**src/rtl/gf2_kara_seq.sv**
```systemverilog
// Sequential GF(2) polynomial multiplier: one-level Karatsuba over a shared
// (N/2)x(N/2) carry-less multiplier, with optional one-cycle reduction.
module gf2_kara_seq #(
  parameter int N = 16
) (
  input  logic           clk,
  input  logic           rst,
  input  logic           in_valid,
  output logic           in_ready,
  input  logic [N-1:0]   a,
  input  logic [N-1:0]   b,
  input  logic           mode,
  input  logic [N-1:0]   poly,
  output logic           out_valid,
  input  logic           out_ready,
  output logic [2*N-2:0] y
);

  localparam int H = N / 2;
  localparam int W = 2 * N - 1;

  typedef enum logic [2:0] {
    S_IDLE = 3'd0,
    S_P0   = 3'd1,
    S_P2   = 3'd2,
    S_PM   = 3'd3,
    S_COMB = 3'd4,
    S_RED  = 3'd5,
    S_DONE = 3'd6
  } state_t;

  function automatic logic [N-2:0] clmul_half(input logic [H-1:0] x, input logic [H-1:0] z);
    logic [N-2:0] acc;
    acc = '0;
    for (int i = 0; i < H; i++) begin
      if (z[i]) begin
        acc = acc ^ ({{(N-1-H){1'b0}}, x} << i);
      end
    end
    return acc;
  endfunction

  // Folds every coefficient above x^(N-1) back down using x^N == poly.
  function automatic logic [W-1:0] reduce_mod(input logic [W-1:0] r, input logic [N-1:0] p);
    logic [W-1:0] t;
    t = r;
    for (int k = W - 1; k >= N; k--) begin
      if (t[k]) begin
        t[k-1 -: N] = t[k-1 -: N] ^ p;
        t[k]        = 1'b0;
      end
    end
    return t;
  endfunction

  state_t       state_q, state_d;
  logic [N-1:0] a_q, a_d, b_q, b_d, poly_q, poly_d;
  logic         mode_q, mode_d;
  logic [N-2:0] p0_q, p0_d, p2_q, p2_d, pm_q, pm_d;
  logic [W-1:0] r_q, r_d, y_q, y_d;
  logic         out_valid_q, out_valid_d;

  logic [H-1:0] mul_x_s, mul_z_s;
  logic [N-2:0] mul_s, z1_s;
  logic [W-1:0] comb_s;

  // Operand steering for the shared half-width multiplier.
  always_comb begin
    mul_x_s = '0;
    mul_z_s = '0;
    case (state_q)
      S_P0: begin
        mul_x_s = a_q[H-1:0];
        mul_z_s = b_q[H-1:0];
      end
      S_P2: begin
        mul_x_s = a_q[N-1:H];
        mul_z_s = b_q[N-1:H];
      end
      S_PM: begin
        mul_x_s = a_q[H-1:0] ^ a_q[N-1:H];
        mul_z_s = b_q[H-1:0] ^ b_q[N-1:H];
      end
      default: begin
        mul_x_s = '0;
        mul_z_s = '0;
      end
    endcase
  end

  assign mul_s  = clmul_half(mul_x_s, mul_z_s);
  assign z1_s   = pm_q ^ p0_q ^ p2_q;
  assign comb_s = {{N{1'b0}}, p0_q} ^ ({{N{1'b0}}, z1_s} << H) ^ {p2_q, {N{1'b0}}};

  // Next-state and datapath register updates.
  always_comb begin
    state_d     = state_q;
    a_d         = a_q;
    b_d         = b_q;
    mode_d      = mode_q;
    poly_d      = poly_q;
    p0_d        = p0_q;
    p2_d        = p2_q;
    pm_d        = pm_q;
    r_d         = r_q;
    y_d         = y_q;
    out_valid_d = out_valid_q;
    case (state_q)
      S_IDLE: begin
        if (in_valid) begin
          a_d     = a;
          b_d     = b;
          mode_d  = mode;
          poly_d  = poly;
          state_d = S_P0;
        end else begin
          state_d = S_IDLE;
        end
      end
      S_P0: begin
        p0_d    = mul_s;
        state_d = S_P2;
      end
      S_P2: begin
        p2_d    = mul_s;
        state_d = S_PM;
      end
      S_PM: begin
        pm_d    = mul_s;
        state_d = S_COMB;
      end
      S_COMB: begin
        r_d = comb_s;
        if (mode_q) begin
          state_d = S_RED;
        end else begin
          y_d         = comb_s;
          out_valid_d = 1'b1;
          state_d     = S_DONE;
        end
      end
      S_RED: begin
        y_d         = reduce_mod(r_q, poly_q);
        out_valid_d = 1'b1;
        state_d     = S_DONE;
      end
      S_DONE: begin
        if (out_ready) begin
          out_valid_d = 1'b0;
          state_d     = S_IDLE;
        end else begin
          state_d = S_DONE;
        end
      end
      default: begin
        out_valid_d = 1'b0;
        state_d     = S_IDLE;
      end
    endcase
  end

  // State and datapath registers; reset clears everything, discarding any result.
  always_ff @(posedge clk or posedge rst) begin
    if (rst) begin
      state_q     <= S_IDLE;
      a_q         <= '0;
      b_q         <= '0;
      mode_q      <= 1'b0;
      poly_q      <= '0;
      p0_q        <= '0;
      p2_q        <= '0;
      pm_q        <= '0;
      r_q         <= '0;
      y_q         <= '0;
      out_valid_q <= 1'b0;
    end else begin
      state_q     <= state_d;
      a_q         <= a_d;
      b_q         <= b_d;
      mode_q      <= mode_d;
      poly_q      <= poly_d;
      p0_q        <= p0_d;
      p2_q        <= p2_d;
      pm_q        <= pm_d;
      r_q         <= r_d;
      y_q         <= y_d;
      out_valid_q <= out_valid_d;
    end
  end

  assign in_ready  = (state_q == S_IDLE);
  assign out_valid = out_valid_q;
  assign y         = y_q;

endmodule

```
**config.mk**
```make
export PLATFORM = sky130hd
export DESIGN_NAME = gf2_kara_seq
export DESIGN_NICKNAME = d
export VERILOG_FILES = /design/src/rtl/gf2_kara_seq.sv
export SDC_FILE = /design/constraint.sdc
export NUM_CORES = 1
export LEC_CHECK = 0
export ABC_AREA = 1
export BUFFER_PORTS_ARGS = -buffer_cell sky130_fd_sc_hd__buf_2
export CAP_MARGIN = 20
export CORE_ASPECT_RATIO = 1.4
export CORE_UTILIZATION = 40
export CTS_CLUSTER_DIAMETER = 60
export DETAILED_ROUTE_END_ITERATION = 10
export HOLD_SLACK_MARGIN = 0.02
export MAX_ROUTING_LAYER = met4
export SYNTH_ARGS = -nofsm -noshare
export SYNTH_HDL_FRONTEND = slang
export SYNTH_SLANG_ARGS = --single-unit
```
**constraint.sdc**
```tcl
create_clock -name clk -period 13.57 [get_ports clk]
set_clock_uncertainty 0.2 [all_clocks]
set_input_delay 0.6785 -clock clk [delete_from_list [all_inputs] [get_ports clk]]
set_output_delay 0.6785 -clock clk [all_outputs]
set_load 0.02 [all_outputs]
```
==> run metrics, run 1 <==
most used cell, CP=nand2_1; post-route antenna net violation count=0; sequential fraction of the synthesis area=0.343; clk sinks=160; status=finished clean; top-area cell type share of the netlist area=0.343; fin nets=1,705; FFs w/ async S/R, synth=1.00; Longest Clk Path Bufs=2; die height=204 um; number of CTS-inserted buffers=17; synthesis-to-layout area growth=10.4%; worst skew pair latency=440 ps; Setup crit end kind=flip-flop; Tmin final=7170 ps; commonest non-fill, non-tap cell in the layout=nand2_1; TNS Setup=0 ps; Synth Area in Compound Gates=0.0855; CP Launch Type=flip-flop; critical-path maximum fanout=27; first-pass GRT wire length=52.2 mm; Initial Utilization=0.409; Mean Syn Cell Area=7.23 um2; die width=146 um; crit share post-route=0.528; Arr. time, crit path=7290 ps; clk slew on worst S/H paths=60 ps; adder and majority cell fraction of the synthesized area=0; die area=29,900 um2; post-CTS sizing=0; top cells by area, synth=dfrtp_1, nand2_1, xnor2_1, o21ai_0, xor2_1; initial antenna violation count=0; multiplexer share of the synthesized area=0.0328; mapped cell area=11,700 um2; biggest area consumer among synthesized cells=dfrtp_1; Post-synth top flop=dfrtp_1; root buf cell=clkbuf_16; Syn Nets=1,668; ant diodes=0; Setup CP Type=flip-flop to flip-flop; drt wl/cell=15.8 um; layout cells sized above 1=0.130; Max stage delay cell, worst path=buf_4; fin. max-slew vios=0; Vias=10,100; core area=28,600 um2; port buffer count=85; Max Clk Rate=140 MHz; io pins=86; GP Congestion=0.897; number of fill cells=2,927; EDFF count, synth=0; post-synthesis simple-gate area fraction=0.288; commonest non-fill, non-tap cells in the layout=nand2_1, xnor2_1, dfrtp_1, o21ai_0, inv_1; detailed-router iteration count before antenna repair=6; RSZ-0062 raised after global routing=no; Mapped Cells=1,615; Distinct cells, synth=32; setup violators final=0; max-cap violations=0; hold crit path type=input port to asynchronous set/reset pin; Slew headroom=0.305; Max stage delay on crit path=390 ps; Req. time, crit path=13,690 ps; buffers inserted by post-CTS timing repair=0; number of global-route vias before repair=9,963; HPWL after DPL=23.8 mm; YS warnings=0; H-tree depth=4; CTS Hold Buffers Added=0; grt ovf=0; GRT Util Overall=0.233; largest family of logic cells by synthesized area=simple AND/OR/NAND/NOR gates; CTS tree=built; Hold Vio Cnt, Final=0; 1st-iter DRT viols=519; Post-Synth XOR/XNOR Area=0.176; drc violations=0; Vias per Instance=4.97; site row count=73; total routed wirelength=32.3 mm; Yosys reg bits=160; largest net degree at the start of global routing=85; Slew @ Worst Pin=1040 ps
[registers in the layout (all words and copies together) (netlist names)]
signal	cells
r_q	31
p0_q	15
p2_q	15
state_q	3
mode_q	1
a_q	16
pm_q	15
poly_q	16
out_valid	1
y	31
b_q	16
[stage by stage]
| stage | hold slack, ps | setup WS [ps] | instance area [um2] | std cells | util |
|---|---|---|---|---|---|
| floorplan | 262 | 8370 | 11700 | 1615 | - |
| global placement | 255 | 6700 | 12300 | 2006 | 0.429 |
| detailed placement | 263 | 6460 | 12300 | 2007 | 0.430 |
| CTS | 224 | 6430 | 12900 | 2038 | 0.450 |
| global route | 252 | 5520 | 12900 | 2039 | 0.451 |
| finish | 181 | 6400 | 12900 | 2039 | 0.451 |
[worst max-delay path: cells and delay by family (launching register included)]
kind                   cells  cell delay (ps)
buffers and inverters      1              390
AND/OR/NAND/NOR           42             5920
flip-flops                 1              320
AO/OA/AOI/OAI              1              140
[final cells by class]
type / count / area, um2 / area share
inverters: 125 / 474 / 0.0368
multi-input cells: 1250 / 6820 / 0.529
clock buffers: 21 / 450 / 0.0349
repair buffers: 98 / 539 / 0.0418
clock inverters: 10 / 138 / 0.0107
flip-flops and latches: 160 / 4000 / 0.311
well taps: 375 / 469 / 0.0364
[cells by family (layout without fill, tap and decap cells)]
| family | Yosys count | after routing |
|---|---|---|
| simple gates | 794 | 794 |
| xor+xnor | 235 | 235 |
| buf+inv | 205 | 254 |
| compound gates | 187 | 187 |
| flops | 160 | 160 |
| mux | 34 | 34 |
[synthesized netlist by cell type, types with 3 or more instances]
cell type	n
nand3_1	90
inv_2	8
xnor2_1	163
inv_1	113
buf_6	9
nand4_1	12
xor2_1	72
o21ai_1	13
or2_1	4
clkinv_1	4
nor2_1	103
nor2_2	3
o21ai_0	135
a22o_1	16
nand2_1	534
buf_1	4
mux2_2	34
nor3_1	4
clkbuf_1	48
nand3_4	3
nand2_4	7
nand2_2	19
a21oi_1	22
dfrtp_1	160
buf_2	15
buf_4	4
nand3_2	8
[layer usage]
layer	vias to the layer above	share of wire	track usage
met5	-	0	-
met4	0	0.049	0.135
met3	85	0.030	0.0288
met2	239	0.52	0.412
met1	4681	0.41	0.250
li1	5126	-	-
[worst paths after layout]
kind	from	to	slack [ps]	cells after the start
max in group asynchronous	rst	r_q[9]	11730	4
max reg2reg	poly_q[15]	y[7]	6400	44
max	poly_q[15]	y[7]	6400	44
min	rst	a_q[14]	180	2
min reg2reg	y[27]	y[27]	270	2
min in group clk	poly[3]	poly_q[3]	270	2
Power of run 1 is not shown: default switching activity piles up to over one toggle a cycle in this logic, so the estimate is an artifact.
==> inputs of run 2 (changes only) <==
==> constraint.sdc (replaced) <==
create_clock -name clk -period 6.9 [get_ports clk]
set_clock_uncertainty 0.2 [all_clocks]
set_input_delay 0.345 -clock clk [delete_from_list [all_inputs] [get_ports clk]]
set_output_delay 0.345 -clock clk [all_outputs]
set_load 0.02 [all_outputs]
==> run metrics, run 2 (synthesis gave the netlist of run 1 again) <==
synthesis-to-layout area growth=16.1% (was 10.4%); Max stage delay on crit path=450 ps (was 390 ps); core area=28,600 um2 (unchanged); Longest Clk Path Bufs=2 (unchanged); ant diodes=0 (unchanged); first-pass GRT wire length=53.4 mm (was 52.2 mm); largest net degree at the start of global routing=102 (was 85); GRT Util Overall=0.235 (was 0.233); critical-path maximum fanout=25 (was 27); root buf cell=clkbuf_16 (unchanged); CTS tree=built (unchanged); layout cells sized above 1=0.135 (was 0.130); port buffer count=85 (unchanged); H-tree depth=4 (unchanged); clk slew on worst S/H paths=70 ps (was 60 ps); HPWL after DPL=23.9 mm (was 23.8 mm); detailed-router iteration count before antenna repair=5 (was 6); GP Congestion=0.916 (was 0.897); Tmin final=6160 ps (was 7170 ps); RSZ-0062 raised after global routing=no (unchanged); Setup crit end kind=flip-flop (unchanged); commonest non-fill, non-tap cells in the layout=nand2_1, xnor2_1, dfrtp_1, o21ai_0, inv_1 (unchanged); register-to-register path setup slack=740 ps (was 6400 ps); drc violations=0 (unchanged); Arr. time, crit path=6290 ps (was 7290 ps); post-route antenna net violation count=0 (unchanged); hold crit path type=input port to flip-flop (was input port to asynchronous set/reset pin); fin nets=1,766 (was 1,705); number of fill cells=2,876 (was 2,927); Vias per Instance=4.94 (was 4.97); most used cell, CP=nand2_1 (unchanged); total routed wirelength=32.6 mm (was 32.3 mm); die height=204 um (unchanged); Hold Path Stages=3; number of global-route vias before repair=10,400 (was 9,963); die width=146 um (unchanged); CP Launch Type=flip-flop (unchanged); Max stage delay cell, worst path=dfrtp_1 (was buf_4); Hold Vio Cnt, Final=0 (unchanged); initial antenna violation count=0 (unchanged); drt wl/cell=15.5 um (was 15.8 um); Vias=10,400 (was 10,100); worst r2r path cells=41 (was 44); fin. max-slew vios=0 (unchanged); crit share post-route=0.893 (was 0.528); Req. time, crit path=7030 ps (was 13,690 ps); grt ovf=0 (unchanged); 1st-iter DRT viols=599 (was 519); io pins=86 (unchanged); Max Clk Rate=162 MHz (was 140 MHz); worst skew pair latency=450 ps (was 440 ps); clk sinks=160 (unchanged); Setup CP Type=flip-flop to flip-flop (unchanged); max-cap violations=0 (unchanged); TNS Setup=0 ps (unchanged); Slew @ Worst Pin=1120 ps (was 1040 ps); site row count=73 (unchanged); setup violators final=0 (unchanged); die area=29,900 um2 (unchanged); Initial Utilization=0.409 (unchanged); Slew headroom=0.247 (was 0.305); commonest non-fill, non-tap cell in the layout=nand2_1 (unchanged); number of CTS-inserted buffers=17 (unchanged); status=finished clean (unchanged)
[run 2: area by class of cell]
type / instances / area [um2] / share of cell area
clock inverters: 15 / 219 / 0.0161
multi-input cells: 1251 / 6850 / 0.505
inverters: 125 / 474 / 0.0350
clock buffers: 17 / 425 / 0.0314
flip-flops and latches: 160 / 4000 / 0.295
repair buffers: 158 / 1120 / 0.0826
well taps: 375 / 469 / 0.0346
[run 2: per-layer routing]
layer,share of wire,global-route usage
met1,0.41,0.247
met2,0.52,0.428
met3,0.027,0.0266
met4,0.049,0.126
met5,0,-
[run 2: stage by stage]
step                       util  setup WS (ps)  cell area (um2)  cells  hold WS, ps
after detailed placement  0.431            337            12300   2013          265
after global placement    0.431            676            12300   2013          259
after CTS                 0.471            304            13500   2094         35.3
after floorplan               -           2040            11700   1615          262
final                     0.474            742            13600   2101         30.9
after global routing      0.474           87.0            13600   2101         59.8
[run 2: final timing paths]
path                               from        end
worst max register to register  r_q[30]       y[4]
worst max-delay path            r_q[30]       y[4]
worst min-delay path            poly[5]  poly_q[5]
worst min register to register    y[23]      y[23]
max in group asynchronous           rst    p0_q[8]
min in group asynchronous           rst      y[29]
[run 2: critical path, delay by kind of cell (launching register included)]
kind | cells | cell delay (ps)
flip-flops | 1 | 450
AO/OA/AOI/OAI | 1 | 130
buffers and inverters | 4 | 570
AND/OR/NAND/NOR | 36 | 4660
[run 2: repair_timing]
item | CTS | global route
buffers inserted | 0 | 4
endpoints found under the setup margin | 0 | 16
endpoints found under the hold margin | 148 | 0
hold buffers | 49 | 0
gates resized for setup | 0 | 5
Power of run 2 is left out for the same reason.
